**config.mk**
```make
export PLATFORM = sky130hd
export DESIGN_NAME = uart_gfa_buffered
export DESIGN_NICKNAME = d
export VERILOG_FILES = /design/src/rtl/uart_gfa_pkg.sv /design/src/rtl/uart_gfa_fifo.sv /design/src/rtl/uart_gfa_buffered.sv
export SDC_FILE = /design/constraint.sdc
export NUM_CORES = 1
export LEC_CHECK = 0
export CORE_MARGIN = 3
export CORE_UTILIZATION = 60
export CTS_CLUSTER_SIZE = 28
export DETAILED_ROUTE_END_ITERATION = 10
export GPL_TIMING_DRIVEN = 0
export PLACE_DENSITY = 0.88
export SYNTH_ARGS = -nofsm -noshare
export SYNTH_HDL_FRONTEND = slang
export SYNTH_HIERARCHICAL = 1
export SYNTH_SLANG_ARGS = --single-unit
```
**constraint.sdc**
```tcl
create_clock -name clk_g -period 5.4 [get_ports clk_g]
set_clock_uncertainty 0.15 [all_clocks]
set_input_delay 0.54 -clock clk_g [delete_from_list [all_inputs] [get_ports clk_g]]
set_output_delay 0.54 -clock clk_g [all_outputs]
set_load 0.02 [all_outputs]
```
**src/rtl/uart_gfa_pkg.sv**
```systemverilog
// uart_gfa_pkg: shared opcodes, status bit positions, response constants and engine states
// for the buffered UART peripheral.
package uart_gfa_pkg;
    localparam logic [2:0] OP_SEND   = 3'b001;
    localparam logic [2:0] OP_READ   = 3'b010;
    localparam logic [2:0] OP_STATUS = 3'b011;
    localparam logic [2:0] OP_SETDIV = 3'b100;

    localparam int ST_TX_FULL   = 0;
    localparam int ST_TX_IDLE   = 1;
    localparam int ST_RX_EMPTY  = 2;
    localparam int ST_RX_OVF    = 3;
    localparam int ST_FRAME_ERR = 4;

    localparam logic [31:0] RESP_EMPTY = 32'h0000_0100;

    typedef enum logic [1:0] {S_IDLE, S_START, S_DATA, S_STOP} uart_state_t;
endpackage

```
**src/rtl/uart_gfa_fifo.sv**
```systemverilog
// uart_gfa_fifo: synchronous first-word-fall-through FIFO.
// Ports: clk_g/rst_g (sync, active-low), push/din write side, pop/dout read side
// (dout valid whenever !empty), full, empty, count (occupancy).
// A push while full is accepted when a pop happens in the same cycle.
module uart_gfa_fifo #(
    parameter int WIDTH = 8,
    parameter int DEPTH = 8
) (
    input  logic                     clk_g,
    input  logic                     rst_g,
    input  logic                     push,
    input  logic [WIDTH-1:0]         din,
    input  logic                     pop,
    output logic [WIDTH-1:0]         dout,
    output logic                     full,
    output logic                     empty,
    output logic [$clog2(DEPTH):0]   count
);
    localparam int AW = $clog2(DEPTH);

    logic [WIDTH-1:0] mem [DEPTH];
    logic [AW-1:0]    wptr, rptr;
    logic             wr, rd;

    assign full  = count == (AW+1)'(DEPTH);
    assign empty = count == '0;
    assign rd    = pop && !empty;
    assign wr    = push && (!full || rd);
    assign dout  = mem[rptr];

    always_ff @(posedge clk_g) begin
        if (!rst_g) begin
            wptr  <= '0;
            rptr  <= '0;
            count <= '0;
        end else begin
            if (wr) wptr <= wptr + 1'b1;
            if (rd) rptr <= rptr + 1'b1;
            count <= count + (AW+1)'(wr) - (AW+1)'(rd);
        end
    end

    always_ff @(posedge clk_g) begin
        if (wr) mem[wptr] <= din;
    end
endmodule

```
**src/rtl/uart_gfa_buffered.sv**
```systemverilog
// uart_gfa_buffered: command-driven UART with TX/RX FIFOs, programmable baud divisor
// and sticky error flags.
// Ports: clk_g/rst_g (sync, active-low); komut/komut_gecerli/komut_hazir command channel
// (opcode in komut[2:0]); veri/veri_gecerli/veri_hazir response channel; RX async serial
// input; TX serial output (idle high).
module uart_gfa_buffered
    import uart_gfa_pkg::*;
#(
    parameter int DIV_RESET = 868,
    parameter int DIV_W     = 16,
    parameter int TX_DEPTH  = 8,
    parameter int RX_DEPTH  = 8
) (
    input  logic        clk_g,
    input  logic        rst_g,
    input  logic [31:0] komut,
    input  logic        komut_gecerli,
    output logic        komut_hazir,
    output logic [31:0] veri,
    output logic        veri_gecerli,
    input  logic        veri_hazir,
    input  logic        RX,
    output logic        TX
);
    localparam int TCW = $clog2(TX_DEPTH) + 1;
    localparam int RCW = $clog2(RX_DEPTH) + 1;

    logic [DIV_W-1:0] div, new_div;
    logic [DIV_W-1:0] tx_cnt, tx_div, rx_cnt, rx_div;
    logic             tx_push, tx_pop, tx_full, tx_empty;
    logic             rx_push, rx_pop, rx_full, rx_empty;
    logic [7:0]       tx_dout, rx_dout, tx_sh, rx_sh;
    logic [TCW-1:0]   tx_count;
    logic [RCW-1:0]   rx_count;
    logic [2:0]       tx_bit, rx_bit, op;
    uart_state_t      tx_state, rx_state;
    logic             rx_s1, rx_s2, rx_prev, rx_ovf, frame_err;
    logic             acc, is_status, tx_end, rx_end;
    logic [31:0]      status;
    logic             unused;

    assign komut_hazir = !veri_gecerli && !tx_full;
    assign acc         = komut_gecerli && komut_hazir;
    assign op          = komut[2:0];
    assign is_status   = acc && op == OP_STATUS;
    assign new_div     = komut[DIV_W+7:8];
    assign tx_end      = tx_cnt == tx_div - 1'b1;
    assign rx_end      = rx_cnt == rx_div - 1'b1;
    assign tx_push     = acc && op == OP_SEND;
    assign tx_pop      = !tx_empty && (tx_state == S_IDLE || (tx_state == S_STOP && tx_end));
    assign rx_pop      = acc && op == OP_READ && !rx_empty;
    assign rx_push     = rx_state == S_STOP && rx_end && rx_s2;
    assign unused      = ^{komut[7:3], tx_count};

    always_comb begin
        status = '0;
        status[ST_TX_FULL]   = tx_full;
        status[ST_TX_IDLE]   = tx_empty && tx_state == S_IDLE;
        status[ST_RX_EMPTY]  = rx_empty;
        status[ST_RX_OVF]    = rx_ovf;
        status[ST_FRAME_ERR] = frame_err;
        status[15:8]         = 8'(rx_count);
    end

    uart_gfa_fifo #(.WIDTH(8), .DEPTH(TX_DEPTH)) u_tx_fifo (
        .clk_g(clk_g), .rst_g(rst_g), .push(tx_push), .din(komut[31:24]), .pop(tx_pop),
        .dout(tx_dout), .full(tx_full), .empty(tx_empty), .count(tx_count)
    );

    uart_gfa_fifo #(.WIDTH(8), .DEPTH(RX_DEPTH)) u_rx_fifo (
        .clk_g(clk_g), .rst_g(rst_g), .push(rx_push), .din(rx_sh), .pop(rx_pop),
        .dout(rx_dout), .full(rx_full), .empty(rx_empty), .count(rx_count)
    );

    // Command decode, response register, divisor and sticky flags.
    always_ff @(posedge clk_g) begin
        if (!rst_g) begin
            veri         <= '0;
            veri_gecerli <= 1'b0;
            div          <= DIV_W'(DIV_RESET);
            rx_ovf       <= 1'b0;
            frame_err    <= 1'b0;
        end else begin
            if (acc && op == OP_READ) begin
                veri         <= rx_empty ? RESP_EMPTY : {24'b0, rx_dout};
                veri_gecerli <= 1'b1;
            end else if (is_status) begin
                veri         <= status;
                veri_gecerli <= 1'b1;
            end else if (veri_hazir) begin
                veri_gecerli <= 1'b0;
            end
            if (acc && op == OP_SETDIV && new_div >= DIV_W'(4)) div <= new_div;
            // A flag raised in the same cycle as a STATUS read survives the clear.
            rx_ovf    <= (rx_push && rx_full && !rx_pop) || (rx_ovf && !is_status);
            frame_err <= (rx_state == S_STOP && rx_end && !rx_s2) || (frame_err && !is_status);
        end
    end

    // TX engine; the divisor is latched at every frame start.
    always_ff @(posedge clk_g) begin
        if (!rst_g) begin
            tx_state <= S_IDLE;
            TX       <= 1'b1;
            tx_cnt   <= '0;
            tx_div   <= DIV_W'(DIV_RESET);
            tx_bit   <= '0;
            tx_sh    <= '0;
        end else begin
            case (tx_state)
                S_IDLE: if (!tx_empty) begin
                    tx_state <= S_START;
                    TX       <= 1'b0;
                    tx_sh    <= tx_dout;
                    tx_div   <= div;
                    tx_cnt   <= '0;
                end
                S_START: if (tx_end) begin
                    tx_state <= S_DATA;
                    TX       <= tx_sh[0];
                    tx_sh    <= tx_sh >> 1;
                    tx_bit   <= '0;
                    tx_cnt   <= '0;
                end else tx_cnt <= tx_cnt + 1'b1;
                S_DATA: if (tx_end) begin
                    tx_cnt <= '0;
                    if (tx_bit == 3'd7) begin
                        tx_state <= S_STOP;
                        TX       <= 1'b1;
                    end else begin
                        TX     <= tx_sh[0];
                        tx_sh  <= tx_sh >> 1;
                        tx_bit <= tx_bit + 1'b1;
                    end
                end else tx_cnt <= tx_cnt + 1'b1;
                S_STOP: if (tx_end) begin
                    tx_cnt <= '0;
                    if (!tx_empty) begin
                        tx_state <= S_START;
                        TX       <= 1'b0;
                        tx_sh    <= tx_dout;
                        tx_div   <= div;
                    end else tx_state <= S_IDLE;
                end else tx_cnt <= tx_cnt + 1'b1;
                default: tx_state <= S_IDLE;
            endcase
        end
    end

    // RX engine; a frame can only start on a high-to-low edge, so after a framing
    // error the engine naturally waits for the line to return high.
    always_ff @(posedge clk_g) begin
        if (!rst_g) begin
            rx_s1    <= 1'b1;
            rx_s2    <= 1'b1;
            rx_prev  <= 1'b1;
            rx_state <= S_IDLE;
            rx_cnt   <= '0;
            rx_div   <= DIV_W'(DIV_RESET);
            rx_bit   <= '0;
            rx_sh    <= '0;
        end else begin
            rx_s1   <= RX;
            rx_s2   <= rx_s1;
            rx_prev <= rx_s2;
            case (rx_state)
                S_IDLE: if (rx_prev && !rx_s2) begin
                    rx_state <= S_START;
                    rx_cnt   <= '0;
                    rx_div   <= div;
                end
                S_START: if (rx_cnt == rx_div >> 1) begin
                    rx_state <= rx_s2 ? S_IDLE : S_DATA;
                    rx_cnt   <= '0;
                    rx_bit   <= '0;
                end else rx_cnt <= rx_cnt + 1'b1;
                S_DATA: if (rx_end) begin
                    rx_cnt <= '0;
                    rx_sh  <= {rx_s2, rx_sh[7:1]};
                    rx_bit <= rx_bit + 1'b1;
                    if (rx_bit == 3'd7) rx_state <= S_STOP;
                end else rx_cnt <= rx_cnt + 1'b1;
                S_STOP: if (rx_end) rx_state <= S_IDLE;
                else rx_cnt <= rx_cnt + 1'b1;
                default: rx_state <= S_IDLE;
            endcase
        end
    end
endmodule

```
# After elaboration in Yosys (flattened, before gate mapping)
# Memory sizes are Yosys's and may differ from the RTL's. A register that Yosys moved wholly into a read port is not among the register bits.
# Index checks and enable logic that the tools add are counted.
[totals] register_bits=165 ramBits=128 in_bits=37 mem_count=2
[memory_table] name="u_rx_fifo.mem" words=8 word_bits=8 read_ports=1 rd_ports_with_merged_regs=1 write_ports=1 line_no="uart_gfa_fifo.sv:21" text="logic [WIDTH-1:0] mem [DEPTH];"
[memory_table] name="u_tx_fifo.mem" words=8 word_bits=8 read_ports=1 rd_ports_with_merged_regs=1 write_ports=1 line_no="uart_gfa_fifo.sv:21"
[classes] add_sub_neg=14 order_cmp=1 n_eq_ne=29 muxes=58 reduce_logical=56
[op_table] cell="2-to-1 mux 16 bit" count=8
[op_table] cell="2-to-1 mux 32 bit" count=2
[op_table] cell="one-hot mux 16 bit (2 select lines)" count=2
[op_table] cell="one-hot mux 16 bit (4 select lines)" count=1
[op_table] cell="2-to-1 mux 8 bit" count=5
[op_table] cell="adder 16 x 1 -> 16 bit (second input constant)" count=2
[op_table] cell="equality test 16 bit" count=2
[op_table] cell="one-hot mux 8 bit (4 select lines)" count=1
[op_table] cell="subtractor 16 x 1 -> 16 bit (second input constant)" count=2
[op_table] cell="2-to-1 mux 3 bit" count=9
[op_table] cell="inequality test 2 bit (second input constant)" count=12
[op_table] cell="logical AND 1 bit" count=23
[op_table] cell="2-to-1 mux 2 bit" count=11
[op_table] cell="adder 3 x 1 -> 3 bit (second input constant)" count=6
[op_table] cell="equality test 16 x 15 -> 1 bit" count=1
[op_table] cell=">= comparator 16 x 3 -> 1 bit (second input constant)" count=1
[op_table] cell="one-hot mux 2 bit (4 select lines)" count=2
[op_table] cell="2-to-1 mux 1 bit" count=13
[op_table] cell="one-hot mux 3 bit (2 select lines)" count=2
[op_table] cell="AND reduction 5 bit" count=2
[op_table] cell="equality test 3 bit (second input constant)" count=3
[op_table] cell="2-to-1 mux 9 bit" count=1
[op_table] cell="adder 4 x 1 -> 4 bit" count=2
[op_table] cell="equality test 2 bit (second input constant)" count=4
[op_table] cell="16 further kinds" count=41

# Logic depth before layout (Yosys ltp)
# Gate-level depths: netlist of run 1.
[depth] ltp_word=11 mapped_depth=20 ltp_nobuf=17

# Hierarchy
# The synthesis of run 1 kept the hierarchy.
[modules_own_cells] mod="uart_gfa_buffered" instances=1 cells_per_inst=834 area_per_inst_um2=7079.3 seq_area_each_um2=2502.4
[modules_own_cells] mod="uart_gfa_fifo" instances=2 cells_per_inst=188 area_per_inst_um2=3266.9 seq_area_each_um2=2182.1

# Worst setup path after synthesis of run 1
# No wires, ideal clock.
[synth_timing] path_type="reg2reg" start="reg tx_div[0]" end="mem u_tx_fifo.mem[0][0] (enable)" arrival_ns=3.886 t_required_ns=4.855 slack_ns=0.970 stages_incl_launch_ff=17 n_path_buf=3 synth_period_minus_slack_ns=4.430 path_cell_list="dfxtp_1 > clkbuf_1 > inv_1 > ha_1 > buf_2 > or3b_1 > o41ai_2 > nand4_1 > and4b_2 > nand4b_4 > nor2_2 > a21oi_1 > nor2_1 > nor2b_1 > clkbuf_1 > nor2_1 > nor4_1"
[synth_via] elab_chain_len=10
[synth_rtl] element="start, declared" line_no="uart_gfa_buffered.sv:29" text="logic [DIV_W-1:0] tx_cnt, tx_div, rx_cnt, rx_div;"
[synth_rtl] element="start signal, assigned" line_no="uart_gfa_buffered.sv:106" text="tx_div <= DIV_W'(DIV_RESET);"
[synth_rtl] element="start signal, assigned" line_no="uart_gfa_buffered.sv:115" text="tx_div <= div;"
[synth_rtl] element="start signal, assigned" line_no="uart_gfa_buffered.sv:142" text="tx_div <= div;"
[synth_rtl] element="subtractor 16 x 1 -> 16 bit" line_no="uart_gfa_buffered.sv:47" text="assign tx_end = tx_cnt == tx_div - 1'b1;"
[synth_rtl] element="equality test 16 bit" line_no="uart_gfa_buffered.sv:47"
[synth_rtl] element="logical AND 1 bit" line_no="uart_gfa_buffered.sv:50" text="assign tx_pop = !tx_empty && (tx_state == S_IDLE || (tx_state == S_STOP && tx_end));"
[synth_rtl] element="logical OR 1 bit" line_no="uart_gfa_buffered.sv:50"
[synth_rtl] element="logical AND 1 bit" line_no="uart_gfa_buffered.sv:50"
[synth_rtl] element="via tx_pop" line_no="uart_gfa_buffered.sv:30" text="logic tx_push, tx_pop, tx_full, tx_empty;"
[synth_rtl] element="logical AND 1 bit" line_no="uart_gfa_fifo.sv:27" text="assign rd = pop && !empty;"
[synth_rtl] element="logical OR 1 bit" line_no="uart_gfa_fifo.sv:28" text="assign wr = push && (!full || rd);"
[synth_rtl] element="logical AND 1 bit" line_no="uart_gfa_fifo.sv:28"
[synth_rtl] element="2-to-1 mux 1 bit" line_no="uart_gfa_fifo.sv:44" text="if (wr) mem[wptr] <= din;"
[synth_rtl] element="2-to-1 mux 1 bit (implied by the code)" line_no="uart_gfa_fifo.sv:44"
[synth_rtl] element="end, declared" line_no="uart_gfa_fifo.sv:21"
# The timed path passes the listed nets, and every way through them passes these cells.

# Final worst setup path of run 1
[layout_timing] start="reg tx_div[0]" end="mem u_tx_fifo.mem[6][6] (enable)"
# The elaborated chain is that of the path after synthesis.

==> results of run 1 <==
==> path summary, 6_finish.rpt <==
kind	startpoint	endpoint	slack, ps	cells after the start
worst min register to register	rx_s1	rx_s2	270	1
worst min-delay path	rx_s1	rx_s2	270	1
worst max-delay path	tx_div[0]	u_tx_fifo/mem[6][6]	260	17
worst max register to register	tx_div[0]	u_tx_fifo/mem[6][6]	260	17
==> final cells by class <==
| type | instances | area [um^2] |
|---|---|---|
| sequential | 279 | 6870 |
| timing repair buffer | 53 | 510 |
| clock buffer | 38 | 769 |
| multi-input combinational | 800 | 6160 |
| inverter | 48 | 180 |
| tap | 280 | 350 |
| buffer | 102 | 548 |
| clock inverter | 16 | 125 |
| fill | 1480 | 6520 |
==> cell usage after synthesis, types with 15 or more instances <==
cell type                  number
sky130_fd_sc_hd__dfxtp_1      151
sky130_fd_sc_hd__clkbuf_1      50
sky130_fd_sc_hd__nand4_1       18
sky130_fd_sc_hd__xor2_1        33
sky130_fd_sc_hd__nor2_1        63
sky130_fd_sc_hd__o21ai_0       26
sky130_fd_sc_hd__inv_1         47
sky130_fd_sc_hd__buf_4         21
sky130_fd_sc_hd__nor4_1        16
sky130_fd_sc_hd__nor3_1        29
sky130_fd_sc_hd__mux4_1        30
sky130_fd_sc_hd__nand3_1       38
sky130_fd_sc_hd__a21oi_1       34
sky130_fd_sc_hd__mux2i_1       50
sky130_fd_sc_hd__xnor2_1       41
sky130_fd_sc_hd__edfxtp_1     128
sky130_fd_sc_hd__mux2_2        17
sky130_fd_sc_hd__nand2b_1      16
sky130_fd_sc_hd__ha_1          27
sky130_fd_sc_hd__and2_1        15
sky130_fd_sc_hd__o211a_1       15
sky130_fd_sc_hd__nand2_1      122
sky130_fd_sc_hd__and3_1        17
sky130_fd_sc_hd__buf_2         19
==> worst register-to-register path, cell delays in order, from the launching register on <==
cell and delay [ps]:
sky130_fd_sc_hd__dfxtp_1 370, sky130_fd_sc_hd__clkbuf_1 380, sky130_fd_sc_hd__inv_1 90, sky130_fd_sc_hd__ha_1 200
sky130_fd_sc_hd__buf_2 170, sky130_fd_sc_hd__xor3_1 190, sky130_fd_sc_hd__o32ai_1 160, sky130_fd_sc_hd__a211oi_1 220
sky130_fd_sc_hd__nor3_1 390, sky130_fd_sc_hd__nand4b_4 180, sky130_fd_sc_hd__nor2_2 250, sky130_fd_sc_hd__a21oi_1 140
sky130_fd_sc_hd__nor2_1 220, sky130_fd_sc_hd__nor2b_1 230, sky130_fd_sc_hd__clkbuf_1 320, sky130_fd_sc_hd__nor2_1 210
sky130_fd_sc_hd__nor3_1 650, sky130_fd_sc_hd__buf_2 320
==> power by group <==
group          leakage, nW  switching (mW)  internal (mW)
logic                 2.96           0.670          0.452
clock network        0.432           0.821           1.06
registers             2.39          0.0663           2.28
==> metal layers <==
metal  vias up  share of wire  global-route usage
li1       4624              -                   -
met1      4868           0.40               0.349
met2       508           0.49               0.439
met3        91          0.078              0.0368
met4         0          0.033              0.0825
met5         -              0                   0
==> cells by family (layout without fill, tap and decap cells) <==
| logic type | after synthesis | in the layout | synth area share |
|---|---|---|---|
| simple gates | 407 | 407 | 0.162 |
| flops | 279 | 279 | 0.504 |
| compound gates | 170 | 170 | 0.0908 |
| buf+inv | 150 | 257 | 0.0535 |
| mux | 99 | 99 | 0.112 |
| xor+xnor | 75 | 75 | 0.0494 |
| fa+ha+maj | 29 | 29 | 0.0278 |
| other cells | 1 | 20 | 0.000275 |
==> registers in the layout, summed over array words and instances, names as in the netlist, 8 cells and up, named ones only <==
register,flops
rx_cnt,16
rx_sh,8
tx_cnt,16
u_rx_fifo/mem,64
rx_div,16
veri,12
tx_div,16
tx_sh,8
u_tx_fifo/mem,64
div,16
==> repair_timing <==
action,4_1_cts,5_1_grt
resized for setup,1,1
setup endpoints to repair,8,24
setup buffers,0,0
==> results summary, run 1 <==
The run finished with clean final reports. The total die area came out at 24500 um^2. The max-slew violation count came out at 0. The synthesized netlist occupies a cell area of 13600 um^2. Timing would allow up to 195 MHz. The total of max-cap violations came out at 0. The share of the cycle needed by the critical path after routing came out at 0.951. The final net count came out at about 1400. The data arrival time at the worst-slack endpoint came out at between 5000 and 6000 ps. The longest clock path from root to sink contains 3 buffers.

In the post-synthesis netlist, the biggest area contributors are sky130_fd_sc_hd__edfxtp_1 (28%), sky130_fd_sc_hd__dfxtp_1 (22%), sky130_fd_sc_hd__mux4_1 (5.8%). The largest net degree at the start of global routing is 16. After the first detailed-routing iteration, the DRC count stood at 907. The worst supply voltage drop on vdd came out at 0.291 mV. The area share of the largest cell type after synthesis came out at 0.282. The buffers plus inverters on the worst setup path is 5. Row generation in the floorplan step produced 54 rows. The quantity of I/O buffers inserted on ports is 46.

Along the worst path, the maximum fanout reaches 10. Traced cell by cell, the critical path runs through clkbuf_1, inv_1, ha_1, buf_2, xor3_1, o32ai_1, a211oi_1, nor3_1, nand4b_4, nor2_2, a21oi_1, nor2_1, nor2b_1, clkbuf_1, nor2_1, nor3_1, buf_2. The average cell area after synthesis came out at around 11 um^2. Dividing the detail-routed wire length by the instance count gives slightly below 20 um. The number of clock buffers added by TritonCTS is 29. The library cell used most frequently in the layout, excluding fill and tap cells, is sky130_fd_sc_hd__dfxtp_1. In this run, post-CTS hold repair placed 0 buffers. The overall track demand over capacity in global routing is 0.260. The congestion estimate from routability-driven global placement came to ~0.93. TritonCTS built the clock tree. The synthesized instance count is 1210. The worst slew margin relative to its limit is 0.0815. The repair_antennas step left the layout with diodes totalling 0. The sink count of the clock tree came out at 279.

The final setup TNS came out at 0 ps. Broken down by cell family, the worst path's largest delay share belongs to simple AND/OR/NAND/NOR gates. The required time of the critical path is between 5000 and 6000 ps. The ratio of cells with drive above 1 in the final layout is 0.112.

Counting flops and latches in the post-synthesis netlist gives about 280. The power density of the placed cells came out at roughly 340 nW/um^2. The die is ~160 um wide. In the synthesized netlist the dominant register cell turns out to be sky130_fd_sc_hd__dfxtp_1. The area added between synthesis and finish is 13.9%. The clock tree root buffer cell is sky130_fd_sc_hd__clkbuf_16. The total of warnings raised by yosys came out at 6. The cell area after layout came out at between 15000 and 20000 um^2. The final hold violation count is 0. The effective utilization at floorplan came out at 0.618. The number of antenna violations at the first check in global routing came out at 0. The synthesized design contains approximately 130 enable-type register cells. The post-layout worst setup margin is about 260 ps. 72 I/O pins were placed. The count of placed standard cells in the final layout, fillers left out came out at approximately 1600. In this run, distinct cell masters in the synthesized netlist total 91. The worst setup path is captured at a flip-flop. On the critical path, the stage with the largest delay is an instance of sky130_fd_sc_hd__nor3_1.

After legalization and detailed placement, the total HPWL measured approximately 22000 um. The clock-pin transition on the worst setup and hold timing paths came out at 70 ps. The die height came out at about 160 um.

The post-place setup slack is 80.6 ps. The worst-margin pin slew came out at ~1400 ps. The post-route core utilization came out at 0.704. The count of vias placed by the detailed router is between 10000 and 15000. The clock period minus final worst setup slack is between 5000 and 6000 ps. The largest total area in the synthesized netlist belongs to sky130_fd_sc_hd__edfxtp_1. The detail route stage leaves a number of antenna-violating nets equal to 0.

The static power due to leakage is roughly 5.8 nW. The number of DRC violations after detailed routing came out at 0. The overall power after layout is about 5.3 mW. The instance count after placement with tap cells included is between 1500 and 2000. The final worst hold slack came out at ~270 ps. The first global-routing pass estimated just over 50000 um of wire. The via count of the first global-routing pass was about 10000. The via density per instance is 6.24.

Setup violations remaining at the end of the flow were counted as 0. The clock latency on the worst-skew pair came out at around 560 ps. The critical path is of the reg2reg type. Setup repair after global routing could not meet its margin everywhere. The region available for standard cell placement spans 22000 um^2. The number of levels in the clock H-tree is 1. In the layout the commonest cells are sky130_fd_sc_hd__dfxtp_1 (151), sky130_fd_sc_hd__edfxtp_1 (128), sky130_fd_sc_hd__nand2_1 (122), sky130_fd_sc_hd__nor2_1 (63), sky130_fd_sc_hd__clkbuf_1 (58).

Wires add up to approximately 32000 um. The class of the tightest hold or removal check is reg2reg. The maximum cell stage delay along the critical path came out at 650 ps. The share of synthesized registers carrying an async set or reset came out at 0. The length of the first detailed-routing pass in iterations came out at 8. The global route total overflow is 0.

The startpoint type of the worst setup path is a flip-flop. The placed cell area came out at between 10000 and 15000 um^2. The sequential element share of the synthesized area is 0.504.
Power figures use the tool's default switching activity.
==> inputs of run 2 (changes only) <==
SETUP_SLACK_MARGIN = 0.2   (was not set)
TNS_END_PERCENT = 10   (was not set)
==> results summary, run 2 (same netlist as run 1, synthesis figures left out) <==
The run finished with clean final reports. The kind of end point of the critical path is a flip-flop. For this configuration, the core starts out at a cell density of 0.618.

The number of gates resized after CTS was 1. The commonest non-fill, non-tap cell in the layout is sky130_fd_sc_hd__dfxtp_1. The final net count is 1379. The routed length on met2 is 15700 um. Of the cells placed in the final design, the portion with a size suffix greater than 1 is 0.114. The count of placed standard cells in the final layout, fillers left out is between 1500 and 2000. The number of antenna violations at the first check in global routing is 0. The worst register-to-register path begins at rx_div[0]. The via count of the first global-routing pass is 9787. For this design the ratio of total power to cell area is approximately 340 nW/um^2. The die height is approximately 160 um. The placement row count is between 50 and 60. The HPWL after detailed placement came out at ~22000 um.

The number of levels in the clock H-tree is 1. For the worst setup path, the data arrival time is a little over 5000 ps. The final weighted congestion of routability-driven global placement came out at slightly above 0.9. The number of buffers inserted by hold repair at cts is 0. Along the worst hold path, the cell count comes to 1. The overall power after layout came out at between 5 and 6 mW.

The setup path with the least slack is of type reg2reg. STA classifies the critical path startpoint as a flip-flop. The worst setup slack for register-to-register paths is around 340 ps.

The aggregate routed wire length came out at approximately 32000 um. The highest-delay cell along the critical path is sky130_fd_sc_hd__nor3_1. Dividing the final minimum period by the clock period gives 0.937. The buffers plus inverters on the worst setup path is 2. The first global-routing pass estimated 51200 um of wire.

The routed layout has between 10000 and 15000 vias. The routed wire length on met3 came out at about 2500 um. The required time of the critical path is between 5000 and 6000 ps.

In the final layout, the registers with the most flip-flops are u_rx_fifo/mem (64), u_tx_fifo/mem (64). The number of antenna diodes in the final layout is 0. The maximum cell stage delay along the critical path came out at ~1100 ps. The worst hold path terminates at rx_s2.

The final hold violation count was 0. The post-route antenna net violation count came out at 0. In the layout the commonest cells are sky130_fd_sc_hd__dfxtp_1 (151), sky130_fd_sc_hd__edfxtp_1 (128), sky130_fd_sc_hd__nand2_1 (122), sky130_fd_sc_hd__nor2_1 (63), sky130_fd_sc_hd__clkbuf_1 (56). The critical path's top delay family is simple AND/OR/NAND/NOR gates. On the final layout, the worst hold slack is approximately 270 ps. The clock latency on the worst-skew pair came out at approximately 560 ps. The depth of the worst register-to-register path is 12. Setup repair after global routing could not meet its margin everywhere. The via density per instance came out at between 6 and 7. The placed cell area is approximately 15000 um^2. The worst-case IR drop observed on VDD is around 0.29 mV. The quantity of I/O buffers inserted on ports came out at 46. Counting tap cells, the placed design contains a total of between 1500 and 2000 instances. The cell sitting at the root of the clock tree is a sky130_fd_sc_hd__clkbuf_16. The number of top-level design ports is a little over 70. The max-slew violation count came out at 0.

The clock-pin transition on the worst setup and hold timing paths is about 70 ps. The worst slew margin relative to its limit came out at 0.0788. The final setup TNS is 0 ps. The post-CTS setup repair buffer count came out at 0. The floorplan step defined a die boundary enclosing about 25000 um^2. The die boundary width is around 160 um.

At the pin with the least slew margin, the transition time is approximately 1400 ps. The clock period could shrink to 5060 ps. The number of DRC violations after detailed routing came out at 0. After detailed routing, the wire length on met1 is ~13000 um. After detailed routing, no signal wire sits above met4. The total overflow left after global routing is 0. The standard cell core area came out at 22000 um^2. The critical path goes through inv_1, ha_1, nor3b_1, nand2_1, o31ai_1, o2111ai_1, nor4_4, nand2_1, nor2_1, clkbuf_1, nand2_1, nor3_1. The number of clock buffers added by TritonCTS is 29. In this run the critical register-to-register path is captured at u_rx_fifo/mem[3][6]. The number of violations reported at the end of detailed-routing iteration 0 came out at 1045. The wire length per cell after detailed routing is about 20 um. The startpoint identified for the worst hold timing path is rx_s1. For this run, the detailed router's first-pass iteration total came to 5. The total of max-cap violations is 0.

Across every metal layer, demand over resource in global routing totals 0.260. Once layout is done, the placed cells without fillers occupy 15500 um^2. The buffer depth of the longest clock path came out at 3. The sink count of the clock tree came out at 279. Setup violations remaining at the end of the flow were counted as 0.

The static power due to leakage is about 5.8 nW. The largest fanout of any net on the critical path came out at 10. The largest net degree at the start of global routing came out at 16. TritonCTS built the clock tree. The path class of the tightest hold or removal check is reg2reg. The area added between synthesis and finish is 14.2%.

By instance count, the cell type seen most on the critical path is sky130_fd_sc_hd__nand2_1. The highest achievable clock rate is around 200 MHz.
-- run 2: cell counts in the layout (fill, tap and decap cells not counted) --
Identical to the previous run, type by type.
-- run 2: worst max-delay path by stage --
stage / from / end / depth (start not counted)
finish: rx_div[0] / u_rx_fifo/mem[3][6] / 12
global route: rx_div[0] / u_rx_fifo/mem[3][3] / 12
CTS: tx_div[0] / u_tx_fifo/mem[3][2] / 16
detailed placement: tx_div[0] / u_tx_fifo/mem[5][6] / 16
global placement: tx_div[0] / u_tx_fifo/mem[1][5] / 16
floorplan: tx_div[0] / u_tx_fifo/mem[0][0] / 16
-- run 2: per-stage QoR --
| stage | utilization | setup slack (ps) |
|---|---|---|
| floorplan | - | 970 |
| global placement | 0.658 | -142 |
| detailed placement | 0.661 | 80.6 |
| CTS | 0.702 | 73.5 |
| global route | 0.706 | -25.3 |
| finish | 0.706 | 339 |
-- run 2: routing by layer --
metal	vias to the layer above	global-route usage
li1	4630	-
met1	4807	0.349
met2	494	0.439
met3	81	0.0368
met4	0	0.0825
met5	-	0
-- run 2: area by class of cell --
cell class	count	area (um^2)
tap	280	350
clock buffer	38	769
sequential	279	6870
timing repair buffer	53	510
multi-input combinational	800	6190
fill	1470	6480
inverter	48	180
clock inverter	16	125
buffer	102	551
-- run 2: power breakdown --
part	internal [mW]	switching [mW]	leakage (nW)
logic	0.454	0.678	2.97
registers	2.28	0.0666	2.39
clock network	1.06	0.819	0.432
total	3.79	1.56	5.79
